[src/rtl/mux_func_sweeper_if.sv]
// Bundle of signals between the sweeper and the 3-input MUX function stage
// it exercises, plus the start/done/result status seen by the requester.
//
// Handshake: `start` is a request level sampled only while the sweeper is
// idle; it is neither acknowledged nor queued while a sweep is running.
// `done` is a one-cycle completion pulse. `pass`, `err_count` and
// `fail_mask` are valid from the `done` cycle and stay stable until the
// next accepted `start`. `busy` is high exactly while vectors are driven.
interface mux_func_sweeper_if;
  logic       start;
  logic       sA;
  logic       sB;
  logic       a;
  logic       b;
  logic       c;
  logic       busy;
  logic       done;
  logic       pass;
  logic [3:0] err_count;
  logic [7:0] fail_mask;

  // Sweeper side: drives vectors and status, observes the stage outputs.
  modport master (
    input  start, sA, sB,
    output a, b, c, busy, done, pass, err_count, fail_mask
  );

  // Stage / requester side: the mirror view.
  modport slave (
    output start, sA, sB,
    input  a, b, c, busy, done, pass, err_count, fail_mask
  );
endinterface

[src/rtl/mux_func_sweeper.sv]
// Clocked self-checking sweep of the MUX logic-function stage.
// Drives all 8 (a,b,c) vectors, holds each for HOLD cycles, compares the
// stage outputs with expA = a^c and expB = a^b^c and reports results.
module mux_func_sweeper #(
  parameter int HOLD = 1
) (
  input  logic                  clk,
  input  logic                  rst_n,
  mux_func_sweeper_if.master    bus,
  output logic [1:0]            dbg_state
);

  typedef enum logic [1:0] {
    IDLE = 2'd0,
    RUN  = 2'd1,
    DONE = 2'd2
  } state_t;

  localparam logic [3:0] HOLD_LAST = 4'(HOLD - 1);

  state_t     state;
  logic [2:0] idx;
  logic [3:0] hold_cnt;

  logic       exp_a;
  logic       exp_b;
  logic       vec_fail;
  logic [3:0] err_next;
  logic [2:0] idx_next;

  assign dbg_state = state;

  // Compare the stage outputs against values derived from the registered vector.
  always_comb begin
    exp_a    = bus.a ^ bus.c;
    exp_b    = bus.a ^ bus.b ^ bus.c;
    vec_fail = (bus.sA != exp_a) || (bus.sB != exp_b);
    err_next = bus.err_count + {3'b000, vec_fail};
    idx_next = idx + 3'd1;
  end

  // Sweep controller: all outputs registered, reset has top priority.
  always_ff @(posedge clk) begin
    if (!rst_n) begin
      state         <= IDLE;
      idx           <= 3'd0;
      hold_cnt      <= 4'd0;
      bus.a         <= 1'b0;
      bus.b         <= 1'b0;
      bus.c         <= 1'b0;
      bus.busy      <= 1'b0;
      bus.done      <= 1'b0;
      bus.pass      <= 1'b0;
      bus.err_count <= 4'd0;
      bus.fail_mask <= 8'h00;
    end else begin
      case (state)
        IDLE: begin
          bus.done <= 1'b0;
          bus.busy <= 1'b0;
          bus.a    <= 1'b0;
          bus.b    <= 1'b0;
          bus.c    <= 1'b0;
          if (bus.start) begin
            state         <= RUN;
            idx           <= 3'd0;
            hold_cnt      <= 4'd0;
            bus.busy      <= 1'b1;
            bus.pass      <= 1'b0;
            bus.err_count <= 4'd0;
            bus.fail_mask <= 8'h00;
            // Vector 0 is all zeros; a,b,c already held low in IDLE.
          end
        end

        RUN: begin
          if (hold_cnt == HOLD_LAST) begin
            bus.err_count      <= err_next;
            bus.fail_mask[idx] <= vec_fail;
            if (idx == 3'd7) begin
              state    <= DONE;
              bus.busy <= 1'b0;
              bus.done <= 1'b1;
              bus.pass <= (err_next == 4'd0);
              bus.a    <= 1'b0;
              bus.b    <= 1'b0;
              bus.c    <= 1'b0;
            end else begin
              idx      <= idx_next;
              hold_cnt <= 4'd0;
              // Index bit mapping: c = idx[2], a = idx[1], b = idx[0].
              bus.c    <= idx_next[2];
              bus.a    <= idx_next[1];
              bus.b    <= idx_next[0];
            end
          end else begin
            hold_cnt <= hold_cnt + 4'd1;
          end
        end

        DONE: begin
          bus.done <= 1'b0;
          state    <= IDLE;
        end

        default: begin
          state    <= IDLE;
          bus.busy <= 1'b0;
          bus.done <= 1'b0;
        end
      endcase
    end
  end

endmodule

[src/flat_wrapper.sv]
// flat-port wrapper written by rule: the top's interface ports become plain ports
module mux_func_sweeper_flat 
#(
  parameter int HOLD = 1
)
  (clk, rst_n, dbg_state, bus_start, bus_sA, bus_sB, bus_a, bus_b, bus_c, bus_busy, bus_done, bus_pass, bus_err_count, bus_fail_mask);
  mux_func_sweeper_if bus_i ();
  input  logic clk;
  input  logic rst_n;
  output logic [1:0] dbg_state;
  input wire logic [$bits(bus_i.start)-1:0] bus_start;
  input wire logic [$bits(bus_i.sA)-1:0] bus_sA;
  input wire logic [$bits(bus_i.sB)-1:0] bus_sB;
  output wire logic [$bits(bus_i.a)-1:0] bus_a;
  output wire logic [$bits(bus_i.b)-1:0] bus_b;
  output wire logic [$bits(bus_i.c)-1:0] bus_c;
  output wire logic [$bits(bus_i.busy)-1:0] bus_busy;
  output wire logic [$bits(bus_i.done)-1:0] bus_done;
  output wire logic [$bits(bus_i.pass)-1:0] bus_pass;
  output wire logic [$bits(bus_i.err_count)-1:0] bus_err_count;
  output wire logic [$bits(bus_i.fail_mask)-1:0] bus_fail_mask;
  assign bus_i.start = bus_start;
  assign bus_i.sA = bus_sA;
  assign bus_i.sB = bus_sB;
  assign bus_a = bus_i.a;
  assign bus_b = bus_i.b;
  assign bus_c = bus_i.c;
  assign bus_busy = bus_i.busy;
  assign bus_done = bus_i.done;
  assign bus_pass = bus_i.pass;
  assign bus_err_count = bus_i.err_count;
  assign bus_fail_mask = bus_i.fail_mask;
  mux_func_sweeper #(.HOLD(HOLD)) u_core (.clk(clk), .rst_n(rst_n), .bus(bus_i), .dbg_state(dbg_state));
endmodule
[config.mk]
export PLATFORM = sky130hd
export DESIGN_NAME = mux_func_sweeper_flat
export DESIGN_NICKNAME = d
export VERILOG_FILES = /design/src/rtl/mux_func_sweeper_if.sv /design/src/rtl/mux_func_sweeper.sv /design/src/flat_wrapper.sv
export SDC_FILE = /design/constraint.sdc
export NUM_CORES = 1
export LEC_CHECK = 0
export ABC_AREA = 1
export BUFFER_PORTS_ARGS = -buffer_cell sky130_fd_sc_hd__buf_2
export CORE_AREA = 4 4 48 71
export CTS_BUF_LIST = sky130_fd_sc_hd__clkbuf_8
export DETAILED_ROUTE_END_ITERATION = 10
export DIE_AREA = 0 0 52 75
export PLACE_DENSITY = 0.79
export SETUP_SLACK_MARGIN = 0.3
export SLEW_MARGIN = 10
export SYNTH_ARGS = -nofsm -noshare
export SYNTH_HDL_FRONTEND = slang
export SYNTH_SLANG_ARGS = --single-unit
[constraint.sdc]
create_clock -name clk -period 1.85 [get_ports clk]
set_clock_uncertainty 0.1 [all_clocks]
set_input_delay 0 -clock clk [delete_from_list [all_inputs] [get_ports clk]]
set_output_delay 0 -clock clk [all_outputs]
set_load 0.03 [all_outputs]
==> results.txt, run 1 <==
* Syn Inst Count: 200
* Count of unique library cells instantiated by Yosys: 20
- Clock latency on the worst-skew pair: 0.28 ns
* Largest net degree at the start of global routing: 15
- Summed over all layers, the global routing overflow is 0.
- CP endpoint kind: register
- After clock tree synthesis, the clock-pin slew on the worst setup and hold paths is 0.09 ns.
- The worst pin sits at a relative slew slack of 0.796.
* Number of clock sinks: 27
* Count of filler cells inserted in the layout: 239
* Vias after detailed routing: 1371
- Counting flops and latches in the post-synthesis netlist gives 27.
- STA classifies the critical path startpoint as a register.
* Largest fanout on the critical path: 4
- TritonCTS built the clock tree.
* Time the final worst path needs with I/O delays and setup: 1.79 ns
- Pin placement for this block handled 25 I/O pins.
- VDD IR-drop max: 0.655 mV
- Post-route ant nets: 0
- At the end of the flow, the number of nets in the layout was 251.
- From bottom edge to top edge, the die measures 75 um.
- Share of the cycle needed by the critical path after routing: 0.968
* CTS Root Cell: clkbuf_8
- Port buffering added 24 buffers.
- Count of endpoints failing setup in the final report: 0
- The max-slew violation count was 0.
- Synthesized area per cell: 7.08 sq um
- In the global route stage, overall resource usage came out at 0.166.
- No sink is reached through more buffers than the 2 on the longest clock path.
- The min-delay analysis places its worst path in the category in -> reg.
- Iteration-0 DRC count of the detailed router: 35
* Global-route wire length before repair: 4.93 mm
* Count of yosys warnings during synthesis: 0
- Share of synthesized area occupied by flip-flops and latches: 0.382
* Deepest level of the CTS H-tree: 1
- After synthesis the cells add up to 0.00142 sq mm.
- The first detailed-routing pass took 4 iterations.
* Mean number of vias per cell: 4.93
* Power Total: 1.30 mW
- The initial utilization of the core area, before any placement, comes to 0.496.
* Hold Vio Cnt, Final: 0
- Fraction of final layout cells with drive strength greater than 1: 0.402
* Average wire length per cell after detail routing: 12.0 um
* Leakage power of the design: 0.879 nW
- In the routed design, unresolved DRC markers number 0.
- The tool flagged a number of max-cap violations equal to 0.
* Full die area: 0.00390 sq mm
- Synthesized net count: 211
* Drt total wl: 3.33 mm
* Maximum operating frequency: 0.559 GHz
- Placer congestion estimate: 0.803
* Setup TNS: 0 ns
- Endpoint arrival time on the critical path: 1.91 ns
* Setup CP Type: reg -> reg
- Once detailed placement completed, the half-perimeter wirelength came to 2.14 mm.
- Number of clock buffers inserted by TritonCTS: 3
- The number of antenna violations at the first check in global routing came to 0.
* Data required, critical path: 1.97 ns
- Outcome: finished, final reports clean
- The number of global-route vias before repair is 1196.
* Total core area: 0.00285 sq mm
- The number of antenna diodes in the final layout is 0.
- Rows: 24
* Floorplan die width: 52 um
* Slew at the pin closest to its max-slew limit: 0.306 ns
* Ratio of total power to cell area: 682 mW/mm^2
* Area added between synthesis and finish: 35.0%
* Setup repair after global routing missed its margin: true
-- cell families (layout without fill, tap and decap cells) --
| logic type | after synthesis | after routing | synth area share |
|---|---|---|---|
| AOI/OAI and AO/OA | 26 | 26 | 0.105 |
| and+or+nand+nor | 107 | 107 | 0.348 |
| adders and majority gates | 6 | 6 | 0.0530 |
| buffers and inverters | 31 | 70 | 0.0928 |
| xor gates and xnor gates | 3 | 3 | 0.0186 |
| DFF | 27 | 27 | 0.382 |
-- critical path, cell delays in order, from the launching register on --
cell     delay (ns)
dfxtp_4        0.37
inv_2          0.03
nand2_1        0.04
nand2_1        0.07
nand2_1        0.08
nand2_2        0.06
nor2_4         0.11
inv_2          0.06
ha_4           0.17
ha_4           0.21
inv_4          0.05
nand3_2        0.06
nor2_2         0.11
nand3_1        0.08
a21oi_1        0.13
-- metal layers --
metal / vias up / GRT usage / share of wire
met1: 624 / 0.177 / 0.39
met3: 8 / 0.0257 / 0.043
met2: 32 / 0.312 / 0.54
li1: 707 / - / -
met4: 0 / 0.0758 / 0.025
met5: - / 0 / 0
-- cell usage after synthesis (all sizes together) --
| cell type | n | area share |
|---|---|---|
| a21oi | 18 | 0.077 |
| buf | 2 | 0.016 |
| clkbuf | 1 | 0.0026 |
| dfxtp | 27 | 0.38 |
| ha | 6 | 0.053 |
| inv | 28 | 0.074 |
| nand2 | 50 | 0.13 |
| nand3 | 23 | 0.094 |
| nor2 | 30 | 0.10 |
| nor3 | 2 | 0.0071 |
| o21ai | 8 | 0.028 |
| or2 | 2 | 0.0088 |
| xor2 | 3 | 0.019 |
-- area by class of cell --
cell class	instances	area (sq um)	share of cell area
Sequential cell	27	563	0.295
Inverter	28	113	0.0589
Multi-Input combinational cell	142	913	0.478
Tap cell	39	48.8	0.0255
Timing Repair Buffer	38	228	0.119
Clock buffer	3	41.3	0.0216
Clock inverter	1	3.75	0.00196
-- path summary, 6_finish.rpt --
path / cells after the start / end / slack, ns / from
hold reg to reg: 2 / u_core.bus.done$_SDFFE_PN0P_ / 0.38 / u_core.bus.done$_SDFFE_PN0P_
hold / removal: 4 / u_core.idx[2]$_SDFFE_PN0P_ / 0.16 / bus_start
setup / recovery: 14 / u_core.bus.pass$_SDFFE_PN0P_ / 0.06 / u_core.bus.a$_SDFFE_PN0P_
setup reg to reg: 14 / u_core.bus.pass$_SDFFE_PN0P_ / 0.06 / u_core.bus.a$_SDFFE_PN0P_
-- flip-flops by register name, summed over array words and instances, names as in the netlist --
name / flops
u_core.bus.err_count: 4
u_core.idx: 3
u_core.bus.b: 1
u_core.bus.a: 1
u_core.bus.busy: 1
u_core.hold_cnt: 4
u_core.dbg_state: 2
u_core.bus.done: 1
u_core.bus.pass: 1
u_core.bus.fail_mask: 8
u_core.bus.c: 1
-- power by group --
part	total, mW	leakage (nW)	internal [mW]	switching [mW]
combinational	0.337	0.628	0.128	0.209
sequential	0.627	0.225	0.600	0.0263
clock	0.340	0.0269	0.149	0.190
-- per-stage QoR --
| step | std cells | util | cell area, sq um | hold slack (ns) | setup slack (ns) |
|---|---|---|---|---|---|
| after floorplan | 200 | - | 1460 | 0.0422 | 0.0474 |
| after global placement | 262 | 0.568 | 1620 | 0.195 | 0.0454 |
| after detailed placement | 262 | 0.568 | 1620 | 0.188 | 0.00984 |
| after CTS | 269 | 0.603 | 1720 | 0.132 | 0.118 |
| after global routing | 278 | 0.670 | 1910 | 0.178 | -0.0248 |
| final | 278 | 0.670 | 1910 | 0.163 | 0.0596 |
-- layout by cell type, fill, tap and decap left out, drive strengths merged --
master	n
nand2	50
buf	37
nor2	30
inv	29
dfxtp	27
nand3	23
a21oi	18
o21ai	8
ha	6
clkbuf	3
xor2	3
or2	2
nor3	2
dlygate4sd3	1
-- repair_timing --
item	CTS	global route
buffers inserted	2	9
setup endpoints to repair	14	22
hold endpoints to repair	2	0
hold buffers	1	0
gates resized for setup	9	33
pin swaps	7	4
Note: power is estimated with default switching activity, not from simulation.
==> run 2, diff against run 1 <==
--- a/config.mk
+++ b/config.mk
@@ -12,6 +12,7 @@
 export DETAILED_ROUTE_END_ITERATION = 10
 export DIE_AREA = 0 0 52 75
 export PLACE_DENSITY = 0.79
+export REMOVE_ABC_BUFFERS = 1
 export SETUP_SLACK_MARGIN = 0.3
 export SLEW_MARGIN = 10
 export SYNTH_ARGS = -nofsm -noshare
==> run 2 against run 1 <==
Net effect: final area up 0.72%; flip-flop and latch count stayed put; setup slack worse by 0.0093 ns; cell count rose by 2.2%; sequential power rose by 1%; hold slack improved by 0.015 ns; combinational power increased by 3%; fmax down 0.52%; critical path depth up 1; clock-buffer cell count unchanged.
==> results.txt, run 2 (synthesis gave the netlist of run 1 again) <==
* Number of clock sinks: 27 (unchanged)
- STA classifies the critical path endpoint as a register.
* Part of the power in the clock network: 0.259 (-0.002)
- Worst Hold Class: in -> reg
* Hold slack final: 0.178 ns (+0.0150 ns)
- Post-route ant nets: 0 (unchanged)
* Sequential share of power: 0.478 (-0.003)
* Rows: 24 (unchanged)
- The library cell used most frequently in the layout, excluding fill and tap cells, is nand2_1.
* Hold Vio Cnt, Final: 0 (unchanged)
- Remaining global-route overflow: 0 (unchanged)
* Total core area: 0.00285 sq mm (unchanged)
* Largest Register: u_core.bus.fail_mask
- The peak supply drop was 0.422 mV (-36%).
* Count of endpoints failing setup in the final report: 0 (unchanged)
- The total length of routed wires is 3.59 mm (+7.9%).
- The tightest slew margin relative to the limit was 0.759 (-0.0365).
* Buffers from clock root to sink, at most: 2 (unchanged)
- The leakage power summed over all cells came to 0.899 nW (+2.2%).
* Area added between synthesis and finish: 36.0%
- Post-route DRC violation count: 0 (unchanged)
- Setup repair after global routing missed its margin: true
* Global-route total usage across every layer: 0.176 (+0.0106)
- The ratio of final minimum period to clock period came to 0.973 (+0.00504).
- The worst setup path is launched from a register.
- The portion of total power attributed to combinational logic was 0.263 (+0.004).
- Number of clock buffers inserted by TritonCTS: 3 (unchanged)
- The routed via count came to 1457 (+6.3%).
- Largest registers ranked by flip-flop count: u_core.bus.fail_mask: 8 flops, u_core.bus.err_count: 4 flops, u_core.hold_cnt: 4 flops
- Power dissipated by switching net loads: 0.435 mW (+2.2%)
- The run finished with clean final reports.
- The iteration count of the initial detailed-routing pass was 4 (unchanged).
- The number of buffer cells added on primary ports is 24 (unchanged).
- The max-slew violation count was 0 (unchanged).
- The total number of H-tree levels came to 1 (unchanged).
- The I/O pin total came to 25 (unchanged).
- Placer congestion estimate: 0.838 (+4.4%)
- Fraction of final layout cells with drive strength greater than 1: 0.396 (-0.00576)
* Endpoint arrival time on the critical path: 1.92 ns (about the same)
* Largest net degree at the start of global routing: 15 (unchanged)
- The wire length of the first global-routing pass was 5.18 mm (+5.2%).
* Mean number of vias per cell: 5.13 (+4.0%)
- Clock latency on the worst-skew pair: 0.28 ns (about the same)
- The minimum clock period came to 1.80 ns (+0.00932 ns).
* Number of nets at the end of the flow: 257 (+2.4%)
- The routed length per instance was 12.7 um (+5.6%).
- The slew of the pin with the lowest slew margin was 0.361 ns (+0.0547 ns).
- The overall die area was 0.00390 sq mm (unchanged).
- Post-place instance area: 0.00160 sq mm (-1.2%)
- # diodes: 0 (unchanged)
* Flip-flop count of the largest register after layout: 8 (unchanged)
- Ratio of total power to cell area: 689 mW/mm^2 (+1.0%)
- The number of global-route vias before repair came to 1312 (+9.7%).
* CTS tree: built
- Initial core utilization: 0.496 (unchanged)
* Largest fanout on the critical path: 3 (-1)
- Iteration-0 DRC count of the detailed router: 28 (-20%)
- Internal power: 0.891 mW (+1.6%)
* Clock transition at the registers of the reported paths: 0.10 ns (about the same)
- The slack of the worst reg-to-reg path is 0.05 ns (about the same).
- Initial antenna violation count: 0 (unchanged)
- The chip width came to 52 um (unchanged).
- The post-layout utilization of the core is 0.675 (+0.00482).
- Data required, critical path: 1.97 ns (about the same)
* Die height: 75 um (unchanged)
- The estimated wirelength of the detail-placed design is 2.21 mm (+3.2%).
- Final std cell area, no fill: 0.00192 sq mm (+0.72%)
- The max-cap violation count was 0 (unchanged).
* Setup CP Type: reg -> reg
- CTS Root Cell: clkbuf_8
* Maximum operating frequency: 0.556 GHz (-0.52%)
* Switching share of power: 0.328 (+0.00130)
- Highest-count cells in the layout ignoring fill and taps: 45 x nand2_1, 25 x nor2_1, 24 x buf_2
==> run 2: changes by cell type in the layout (fill, tap and decap cells not counted), moves of 2 or more <==
cell     delta
buf_4       +5
nand2_1     +2
dfxtp_4     -3
dfxtp_2     +3
nand3_2     +2
nor2_1      +2
==> run 2: area by class of cell <==
cell class	count	area [sq um]
fill	228	928
multi-input combinational	142	886
sequential	27	556
timing repair buffer	44	277
inverter	28	113
tap	39	48.8
clock buffer	3	41.3
clock inverter	1	3.75
==> run 2: worst paths after layout <==
check / startpoint / end / depth (start not counted)
hold / removal: bus_start / u_core.bus.fail_mask[6]$_SDFFE_PN0P_ / 5
setup reg to reg: u_core.bus.a$_SDFFE_PN0P_ / u_core.bus.pass$_SDFFE_PN0P_ / 15
setup / recovery: u_core.bus.a$_SDFFE_PN0P_ / u_core.bus.pass$_SDFFE_PN0P_ / 15
hold reg to reg: u_core.bus.done$_SDFFE_PN0P_ / u_core.bus.done$_SDFFE_PN0P_ / 2
==> run 2: what timing repair did <==
item / in CTS / in global routing
gates resized for setup: 27 / 26
hold endpoints to repair: 1 / 0
hold buffers: 1 / 0
setup buffers: 2 / 11
setup endpoints to repair: 20 / 21
pin swaps: 11 / 16
==> run 2: metrics by stage <==
step | setup TNS [ns] | power [mW] | instances | setup slack [ns]
6_report | 0 | 1.33 | 284 | 0.0503
5_1_grt | -0.100 | 1.38 | 284 | -0.0624
4_1_cts | 0 | 1.24 | 273 | 0.0124
3_5_place_dp | -0.210 | 0.881 | 266 | -0.104
3_3_place_gp | -0.110 | 0.875 | 266 | -0.0654
2_1_floorplan | -1.01 | 0.810 | 197 | -0.327
==> run 2: critical path, stage by stage, from the launching register on <==
cell     delay (ns)
dfxtp_2        0.36
inv_2          0.03
nand2_1        0.05
nand2_1        0.06
nand2_1        0.05
nand2_1        0.04
nor2_1         0.08
buf_4          0.14
inv_4          0.04
ha_4           0.15
ha_4           0.22
inv_4          0.05
nand3_2        0.06
nor2_2         0.10
nand3_1        0.08
a21oi_1        0.12
==> run 2: power by group through the flow <==
stage / clock, mW / combinational (mW) / sequential [mW]
6_report: 0.344 / 0.348 / 0.634
5_1_grt: 0.363 / 0.376 / 0.638
4_1_cts: 0.335 / 0.277 / 0.630
3_5_place_dp: 0 / 0.242 / 0.638
3_3_place_gp: 0 / 0.238 / 0.638
2_1_floorplan: 0 / 0.138 / 0.672
==> run 2: routing by layer <==
| metal | part of all wire | track usage | wire [um] | vias to the layer above |
|---|---|---|---|---|
| li1 | - | - | - | 723 |
| met1 | 0.38 | 0.169 | 1360 | 690 |
| met2 | 0.55 | 0.340 | 1990 | 29 |
| met3 | 0.026 | 0.0257 | 92 | 15 |
| met4 | 0.041 | 0.114 | 148 | 0 |
| met5 | 0 | 0 | 0 | - |
